===== config.mk =====
export PLATFORM = sky130hd
export DESIGN_NAME = aud_mem_sched
export DESIGN_NICKNAME = d
export VERILOG_FILES = /design/src/rtl/aud_mem_pkg.sv /design/src/rtl/aud_sram_port.sv /design/src/rtl/aud_mem_sched.sv
export SDC_FILE = /design/constraint.sdc
export NUM_CORES = 1
export LEC_CHECK = 0
export CAP_MARGIN = 5
export CORE_MARGIN = 1
export CORE_UTILIZATION = 35
export CTS_BUF_LIST = sky130_fd_sc_hd__clkbuf_16
export CTS_CLUSTER_DIAMETER = 50
export DETAILED_ROUTE_END_ITERATION = 7
export PLACE_DENSITY = 0.66
export SETUP_SLACK_MARGIN = 0.15
export SLEW_MARGIN = 25
export SYNTH_ARGS = -nofsm -noshare
export SYNTH_HDL_FRONTEND = slang
export SYNTH_SLANG_ARGS = --single-unit

===== constraint.sdc =====
create_clock -name MCLK -period 5.2 [get_ports MCLK]
set_input_delay 1.3 -clock MCLK [delete_from_list [all_inputs] [get_ports MCLK]]
set_output_delay 1.3 -clock MCLK [all_outputs]
set_load 0.05 [all_outputs]

===== src/rtl/aud_mem_pkg.sv =====
// Shared types and constants for the audio session controller and SRAM port.
// AUD_LOOP_PLAY_EN (in aud_mem_sched) selects looping playback.
package aud_mem_pkg;

  localparam int unsigned ADDR_W_DEF  = 18;
  localparam int unsigned DATA_W_DEF  = 16;
  localparam int unsigned ACC_CYC_DEF = 2;

  typedef logic [1:0] sess_st_t;
  localparam sess_st_t SESS_IDLE  = 2'd0;
  localparam sess_st_t SESS_REC   = 2'd1;
  localparam sess_st_t SESS_PLAY  = 2'd2;
  localparam sess_st_t SESS_DRAIN = 2'd3;

  typedef logic acc_st_t;
  localparam acc_st_t ACC_FREE = 1'b0;
  localparam acc_st_t ACC_BUSY = 1'b1;

  typedef logic [1:0] gnt_t;
  localparam gnt_t GNT_NONE = 2'd0;
  localparam gnt_t GNT_AUD  = 2'd1;
  localparam gnt_t GNT_HOST = 2'd2;

  // Audio may only own the SRAM while a stream is actually running.
  function automatic logic is_stream(sess_st_t st);
    return (st == SESS_REC) || (st == SESS_PLAY);
  endfunction

endpackage


===== src/rtl/aud_sram_port.sv =====
// Access FSM and SRAM pin timing: takes a registered grant, runs ACC_CYC pin
// cycles, captures read data on the last one and pulses ack the cycle after.
module aud_sram_port
  import aud_mem_pkg::*;
#(
  parameter int unsigned ADDR_W  = ADDR_W_DEF,
  parameter int unsigned DATA_W  = DATA_W_DEF,
  parameter int unsigned ACC_CYC = ACC_CYC_DEF
) (
  input  logic              MCLK,
  input  logic              reset,
  input  gnt_t              gnt,
  input  logic              gnt_we,
  input  logic [ADDR_W-1:0] gnt_addr,
  input  logic [DATA_W-1:0] gnt_wdata,
  output logic              ready,
  output logic              ack,
  output gnt_t              ack_owner,
  output logic [DATA_W-1:0] rdata,
  output logic [ADDR_W-1:0] SRAM_ADDR,
  output logic [DATA_W-1:0] SRAM_DQ_O,
  input  logic [DATA_W-1:0] SRAM_DQ_I,
  output logic              SRAM_DQ_OE,
  output logic              SRAM_WE_N,
  output logic              SRAM_OE_N
);

  localparam int unsigned     CNT_W    = (ACC_CYC > 1) ? $clog2(ACC_CYC) : 1;
  localparam logic [CNT_W-1:0] CNT_LAST = CNT_W'(ACC_CYC - 1);

  acc_st_t           st_q;
  logic [CNT_W-1:0]  cnt_q;
  logic              we_q;
  logic [ADDR_W-1:0] addr_q;
  logic [DATA_W-1:0] wdata_q;
  gnt_t              owner_q;
  logic              ack_q;
  logic [DATA_W-1:0] rdata_q;

  logic acc_on;
  logic last_cyc;
  logic we_strobe;

  assign acc_on   = (st_q == ACC_BUSY);
  assign last_cyc = (cnt_q == CNT_LAST);
  // WE_N lifts on the final cycle for data hold, unless there is only one cycle.
  assign we_strobe = (ACC_CYC == 1) || !last_cyc;

  // The ack cycle is not grantable so a still-held req is not served twice.
  assign ready = (st_q == ACC_FREE) && !ack_q;

  always_ff @(posedge MCLK) begin
    if (!reset) begin
      st_q    <= ACC_FREE;
      cnt_q   <= '0;
      we_q    <= 1'b0;
      addr_q  <= '0;
      wdata_q <= '0;
      owner_q <= GNT_NONE;
      ack_q   <= 1'b0;
      rdata_q <= '0;
    end else begin
      ack_q <= 1'b0;
      if (st_q == ACC_FREE) begin
        if (ready && (gnt != GNT_NONE)) begin
          st_q    <= ACC_BUSY;
          cnt_q   <= '0;
          we_q    <= gnt_we;
          addr_q  <= gnt_addr;
          wdata_q <= gnt_wdata;
          owner_q <= gnt;
        end
      end else if (last_cyc) begin
        if (!we_q) begin
          rdata_q <= SRAM_DQ_I;
        end
        ack_q <= 1'b1;
        st_q  <= ACC_FREE;
      end else begin
        cnt_q <= cnt_q + CNT_W'(1);
      end
    end
  end

  assign ack        = ack_q;
  assign ack_owner  = owner_q;
  assign rdata      = rdata_q;
  assign SRAM_ADDR  = addr_q;
  assign SRAM_DQ_O  = wdata_q;
  assign SRAM_DQ_OE = acc_on && we_q;
  assign SRAM_WE_N  = !(acc_on && we_q && we_strobe);
  assign SRAM_OE_N  = !(acc_on && !we_q);

endmodule


===== src/rtl/aud_mem_sched.sv =====
// Record/play session controller and SRAM arbiter (audio over host priority).
// Define AUD_LOOP_PLAY_EN to make playback wrap to the window start until stopped.
module aud_mem_sched
  import aud_mem_pkg::*;
#(
  parameter int unsigned ADDR_W  = ADDR_W_DEF,
  parameter int unsigned DATA_W  = DATA_W_DEF,
  parameter int unsigned ACC_CYC = ACC_CYC_DEF
) (
  input  logic              MCLK,
  input  logic              reset,
  input  logic              rec_cmd,
  input  logic              play_cmd,
  input  logic              stop_cmd,
  input  logic [ADDR_W-1:0] win_start,
  input  logic [ADDR_W-1:0] win_end,
  output logic              rec_en,
  output logic              play_en,
  input  logic              aud_req,
  input  logic [DATA_W-1:0] aud_wdata,
  output logic              aud_ack,
  output logic [DATA_W-1:0] aud_rdata,
  input  logic              host_req,
  input  logic              host_we,
  input  logic [ADDR_W-1:0] host_addr,
  input  logic [DATA_W-1:0] host_wdata,
  output logic              host_ack,
  output logic [DATA_W-1:0] host_rdata,
  output logic [ADDR_W-1:0] cur_addr,
  output logic              busy,
  output logic              done,
  output logic              cmd_err,
  output logic [ADDR_W-1:0] SRAM_ADDR,
  output logic [DATA_W-1:0] SRAM_DQ_O,
  input  logic [DATA_W-1:0] SRAM_DQ_I,
  output logic              SRAM_DQ_OE,
  output logic              SRAM_WE_N,
  output logic              SRAM_OE_N
);

  sess_st_t          state_q, state_d;
  logic [ADDR_W-1:0] cur_addr_q, cur_addr_d;
  logic [ADDR_W-1:0] win_end_q, win_end_d;
  logic              done_q, done_d;
  logic              cmd_err_q, cmd_err_d;
`ifdef AUD_LOOP_PLAY_EN
  logic [ADDR_W-1:0] win_start_q, win_start_d;
`endif

  logic [ADDR_W-1:0] addr_inc;
  logic              any_cmd;
  logic              port_ready;
  logic              port_ack;
  gnt_t              port_owner;
  logic [DATA_W-1:0] port_rdata;
  gnt_t              gnt;
  logic              gnt_we;
  logic [ADDR_W-1:0] gnt_addr;
  logic [DATA_W-1:0] gnt_wdata;

  assign addr_inc = cur_addr_q + ADDR_W'(1);
  assign any_cmd  = rec_cmd || play_cmd;
  assign aud_ack  = port_ack && (port_owner == GNT_AUD);
  assign host_ack = port_ack && (port_owner == GNT_HOST);

  always_comb begin
    state_d    = state_q;
    cur_addr_d = cur_addr_q;
    win_end_d  = win_end_q;
    done_d     = 1'b0;
    cmd_err_d  = 1'b0;
`ifdef AUD_LOOP_PLAY_EN
    win_start_d = win_start_q;
`endif
    unique case (state_q)
      SESS_IDLE: begin
        if (any_cmd) begin
          if (win_start >= win_end) begin
            cmd_err_d = 1'b1;
          end else begin
            state_d    = rec_cmd ? SESS_REC : SESS_PLAY;
            cur_addr_d = win_start;
            win_end_d  = win_end;
`ifdef AUD_LOOP_PLAY_EN
            win_start_d = win_start;
`endif
          end
        end
      end
      SESS_REC, SESS_PLAY: begin
        cmd_err_d = any_cmd;
        if (aud_ack) begin
          if (addr_inc == win_end_q) begin
`ifdef AUD_LOOP_PLAY_EN
            if (state_q == SESS_PLAY) begin
              cur_addr_d = win_start_q;
            end else begin
              cur_addr_d = addr_inc;
              state_d    = SESS_DRAIN;
            end
`else
            cur_addr_d = addr_inc;
            state_d    = SESS_DRAIN;
`endif
          end else begin
            cur_addr_d = addr_inc;
          end
        end
        if (stop_cmd) begin
          state_d = SESS_DRAIN;
        end
      end
      SESS_DRAIN: begin
        // cur_addr is frozen here; an in-flight audio ack does not advance it.
        cmd_err_d = any_cmd;
        if (port_ready) begin
          done_d  = 1'b1;
          state_d = SESS_IDLE;
        end
      end
      default: state_d = SESS_IDLE;
    endcase
  end

  always_ff @(posedge MCLK) begin
    if (!reset) begin
      state_q    <= SESS_IDLE;
      cur_addr_q <= '0;
      win_end_q  <= '0;
      done_q     <= 1'b0;
      cmd_err_q  <= 1'b0;
`ifdef AUD_LOOP_PLAY_EN
      win_start_q <= '0;
`endif
    end else begin
      state_q    <= state_d;
      cur_addr_q <= cur_addr_d;
      win_end_q  <= win_end_d;
      done_q     <= done_d;
      cmd_err_q  <= cmd_err_d;
`ifdef AUD_LOOP_PLAY_EN
      win_start_q <= win_start_d;
`endif
    end
  end

  // Fixed priority: a running stream must never lose a sample to the host.
  always_comb begin
    gnt       = GNT_NONE;
    gnt_we    = 1'b0;
    gnt_addr  = host_addr;
    gnt_wdata = host_wdata;
    if (port_ready) begin
      if (aud_req && is_stream(state_q)) begin
        gnt       = GNT_AUD;
        gnt_we    = (state_q == SESS_REC);
        gnt_addr  = cur_addr_q;
        gnt_wdata = aud_wdata;
      end else if (host_req) begin
        gnt    = GNT_HOST;
        gnt_we = host_we;
      end
    end
  end

  aud_sram_port #(
    .ADDR_W (ADDR_W),
    .DATA_W (DATA_W),
    .ACC_CYC(ACC_CYC)
  ) u_port (
    .MCLK      (MCLK),
    .reset     (reset),
    .gnt       (gnt),
    .gnt_we    (gnt_we),
    .gnt_addr  (gnt_addr),
    .gnt_wdata (gnt_wdata),
    .ready     (port_ready),
    .ack       (port_ack),
    .ack_owner (port_owner),
    .rdata     (port_rdata),
    .SRAM_ADDR (SRAM_ADDR),
    .SRAM_DQ_O (SRAM_DQ_O),
    .SRAM_DQ_I (SRAM_DQ_I),
    .SRAM_DQ_OE(SRAM_DQ_OE),
    .SRAM_WE_N (SRAM_WE_N),
    .SRAM_OE_N (SRAM_OE_N)
  );

  assign aud_rdata  = port_rdata;
  assign host_rdata = port_rdata;
  assign rec_en     = (state_q == SESS_REC);
  assign play_en    = (state_q == SESS_PLAY);
  assign busy       = (state_q != SESS_IDLE);
  assign cur_addr   = cur_addr_q;
  assign done       = done_q;
  assign cmd_err    = cmd_err_q;

endmodule


-- Word level (Yosys, flattened, before mapping)
Cells that the tools add are included.
- register bits after elaboration: 96
- output and inout bits: 94
- logic and storage cells: 93
- add/sub/neg operators: 2
- order comparisons: 1
- eq/ne operators: 12
- mux-type cells: 33
- bitwise operators: 3
- reductions and logical operators: 29
- operators with widths (kind ; count):
    $mux W18 ; 5
    $pmux W18 S2 ; 1
    $mux W16 ; 2
    $mux W2 ; 10
    $add A18 B1 Y18 const B ; 1
    $eq A18 B18 Y1 ; 1
    $ge A18 B18 Y1 ; 1
    $mux W1 ; 13
    $logic_and A1 B1 Y1 ; 8
    $reduce_bool A2 Y1 ; 4
    $eq A2 B2 Y1 const B ; 3
    $ne A2 B2 Y1 const B ; 3
    $ne A3 B3 Y1 const B ; 2
    $pmux W2 S3 ; 1
    $reduce_and A2 Y1 ; 3
    $reduce_and A3 Y1 ; 2
    $logic_not A1 Y1 ; 5
    $reduce_and A5 Y1 ; 1
    $eq A2 B1 Y1 const B ; 2
    $reduce_and A4 Y1 ; 1
    $not A1 Y1 ; 3
    $reduce_or A3 Y1 ; 1
    $logic_not A2 Y1 ; 1
    $logic_or A1 B1 Y1 ; 2
    4 further kinds ; 4

-- Depth between registers and ports, before layout
- depth in word-level cells: 9
- gate-level depth with buffers: 12
- mapped depth without buffers: 10

-- Modules after synthesis
A second synthesis with hierarchy kept.
- cell total of the unflattened synthesis: 690
- area total of the unflattened synthesis: 5954.5 um2
- by module, submodules not included (module ; times used ; cells an instance ; area an instance (um2) ; sequential area each (um2)):
    aud_mem_sched ; 1 ; 445 ; 3737.3 ; 800.8
    aud_sram_port ; 1 ; 245 ; 2217.1 ; 1121.1

-- Worst setup path after synthesis
No wires, ideal clock.
- path kind: input port to flip-flop
- from: in win_start[0]
- to: reg cur_addr_q[9] (netlist: cur_addr[9])
- arrival: 3.209 ns
- required time: 5.114 ns
- path slack: 1.906 ns
- stages: 11
- buffers on the path: 2
- cells stage by stage: inv_1 ha_1 nand2b_1 a21oi_1 o221a_2 o211a_1 o21ai_1 nor2_1 clkbuf_1 clkbuf_1 a211oi_1
- cells in the longest elaborated chain, start to end: 3
- RTL lines (element ; RTL line ; text):
    from (decl) ; aud_mem_sched.sv:15 ; input logic [ADDR_W-1:0] win_start,
    $ge A18 B18 Y1 ; aud_mem_sched.sv:78 ; if (win_start >= win_end) begin
    $ne A2 B2 Y1 (no line) ; n/a ;
    $reduce_and A4 Y1 (no line) ; n/a ;
    to (signal assigned) ; aud_mem_sched.sv:137 ; cur_addr_q <= cur_addr_d;
    to (decl) ; aud_mem_sched.sv:42 ; logic [ADDR_W-1:0] cur_addr_q, cur_addr_d;
Every way passes these cells.
A chain may end at the register's enable or synchronous reset.

-- Worst setup path after layout
Ends and elaborated chain as after synthesis.

==> results.yml <==
status:
  status: "finished clean"
synth:
  ys_async_sr_fraction_pct: 0
  synth.most_common_cell: "dfxtp_1"
  synth_area_leaders: "dfxtp_1, mux2i_1, nand2_1"
  synth_top_area_cell: "dfxtp_1"
  netlist_instances: 688
  synth-main-ff-cell: "dfxtp_1"
  synth_enable_flop_cells: 0
  synth_warnings: 0
  ys_ff_latch: 96
  syn_avg_cell_area_sq_um: 7.93
  yosys.area.top_type_share_pct: 35.2
  ys_types: 56
  ys_seq_area_share_pct: 35.2
  ys_top_cells_by_count: "dfxtp_1, nand2_1, nor2_1"
  syn-cell-area_sq_um: 5460
  synth_fp_nets: 821
power_and_ir_drop:
  combPwrFrac_pct: 51.9
  power_switching_uw: 1710
  power_density_nw_per_um2: 476
  p_int_uw: 1990
  swShare_pct: 46.3
  pwr-share-seq_pct: 30.0
  ir_drop_mv: 0.239
  clock_power_share_pct: 18.1
  leakage_uw: 0.00289
grt:
  grt_pass1_vias: 4988
  antenna_found_initial: 0
  overflow: 0
  grt_usage_pct: 20.6
  grt_max_degree: 48
  grt_pass1_wl_microns: 26000
sta:
  fin_worst_skew_ps: 5.20
  finalSetupViolCount: 0
  tightest_slew_ps: 861
  max_freq_mhz: 273
  fin_ws_ps: 1540
  period_minus_slack_ps: 3660
  fin_crit_sh_pct: 70.4
  fin_setup_tns_ps: 0
  rsz0062_at_grt: "false"
  hold_viol_final: 0
  final_max_slew_viol_count: 0
  timing.slew.headroom_pct: 42.5
drt:
  wl_microns: 16600
  drtPass1Iterations: 4
  vias: 5332
  initialDrtViolationCount: 295
  drc: 0
  wl_per_cell_microns: 16.0
  drtAntennaViolNets: 0
  viasPerCell: 5.14
clocking:
  cts_resized: 0
  clk_latency_ps: 350
  cts-buffers-inserted: 9
  tritoncts: "yes"
  clk_transition_reported_paths_ps: 70
  cts.sinks: 96
  cts_buffer_depth: 2
  cts_setup_buffers: 0
  htree_levels: 3
  cts_hold_buf: 0
  cts-root-buf: "clkbuf_16"
flow_run:
  cap_violations: 0
placed_design:
  port_buffers: 203
  place_area_sq_um: 7490
  hpwl_microns: 12200
  pre_cts_ws_ps: 1230
  gp_congestion: 0.804
die:
  initial_core_util_pct: 35.9
  die_w_microns: 127
  rows: 45
  ioPinCount: 204
  dieArea_sq_um: 16100
  die_y_microns: 127
  coreArea_sq_um: 15200
layout:
  drive_above_1_share_pct: 4.59
  area_growth_pct: 42.5
  diodes: 0
  layout.nets: 979
  stdcell_area_sq_um: 7780
  num-fill-cells: 1458
  regArea_sq_um: 1920
  multiInputGateArea_sq_um: 3120
critical_path:
  crit_fanout: 15
  worstPathRequired_ps: 5470
  cp.arrival_ps: 3920
  critPathCaptureType: "flip-flop"
  critPathLaunchType: "primary input"
  critical_path_class: "in -> reg"
  ff2ff_path_depth: 9
worst_hold_path:
  whs_path_depth: 2
  hp-class: "reg -> reg"
-- cell families after synthesis --
logic type | count (synthesis) | share of synthesized area [%]
AND/OR/NAND/NOR | 226 | 19.8
AO/OA/AOI/OAI | 179 | 19.8
buffers and inverters | 96 | 7.91
flip-flops | 96 | 35.2
multiplexers | 44 | 8.16
XOR/XNOR | 24 | 3.85
adder cells (fa/ha/maj) | 23 | 5.27
-- flip-flops by register name (all words and copies together), names as in the netlist --
| signal | flops |
|---|---|
| state_q | 2 |
| u_port.ack_owner | 2 |
| u_port.SRAM_ADDR | 18 |
| cur_addr | 18 |
| u_port.SRAM_DQ_O | 16 |
| u_port.cnt_q | 1 |
| u_port.ack | 1 |
| done | 1 |
| cmd_err | 1 |
| u_port.rdata | 16 |
| u_port.we_q | 1 |
| u_port.acc_on | 1 |
| win_end_q | 18 |
-- per-stage QoR --
step | total power [uW] | hold WS (ps) | util (%) | std cells
after global routing | 3920 | 488 | 51.2 | 1037
after detailed placement | 3050 | 444 | 49.3 | 1023
after CTS | 3710 | 459 | 51.1 | 1037
after floorplan | 2420 | 448 | - | 688
final | 3700 | 456 | 51.2 | 1037
after global placement | 3030 | 436 | 49.3 | 1023
-- metal layers --
layer  part of all wire [%]  up-vias  GRT usage [%]
met3                    6.0       14           3.21
met4                    1.5        0           8.05
met1                     47     2414           27.2
li1                       -     2712              -
met2                     45      192           33.7
met5                      0        -              0
-- worst max-delay path, cell delays in order --
cell,delay (ps)
clkdlybuf4s50_1,500
inv_1,50
ha_1,270
nand2b_1,140
a21oi_1,180
o221a_2,250
o211a_1,200
o21ai_1,90
nor2_1,330
buf_4,290
a21oi_1,90
a211oi_1,220
-- cells in the final DEF (no fill, tap or decap), types with 3 or more instances in the layout --
cell type / n
nand3b_1: 8
nand4_1: 5
mux2_2: 4
nand3_1: 27
nand2b_1: 6
dfxtp_1: 96
nor3_1: 3
o21ai_0: 59
a21oi_1: 56
clkbuf_16: 9
nor2b_1: 5
and3_1: 4
nand2_1: 88
xnor2_1: 13
a211oi_1: 36
and4_1: 3
nor2_1: 58
buf_4: 9
mux2i_1: 40
a31oi_1: 9
inv_1: 30
clkdlybuf4s50_1: 203
ha_1: 23
xor2_1: 11
-- cell type report --
class	count	share of cell area (%)
multi-input combinational	496	40.1
timing repair buffer	212	27.0
sequential	96	24.7
tap	188	3.02
clock buffer	9	2.90
inverter	31	1.50
clock inverter	5	0.756
-- power by group through the flow --
stage               logic [uW]  registers [uW]  clock network, uW
finish                    1920            1110                669
global route              2060            1140                713
CTS                       1920            1110                680
detailed placement        1920            1130                  0
global placement          1910            1120                  0
floorplan                  983            1440                  0
-- worst paths after layout --
check                                     from                                end  slack [ps]
max                               win_start[0]           cur_addr[9]$_SDFFE_PN0P_        1540
min          u_port.SRAM_DQ_O[15]$_SDFFE_PN0P_  u_port.SRAM_DQ_O[15]$_SDFFE_PN0P_         460
max reg2reg           cur_addr[0]$_SDFFE_PN0P_            state_q[1]$_SDFFE_PN0P_        1900
min reg2reg  u_port.SRAM_DQ_O[15]$_SDFFE_PN0P_  u_port.SRAM_DQ_O[15]$_SDFFE_PN0P_         460
No activity file was read; power rests on OpenSTA's default activity.
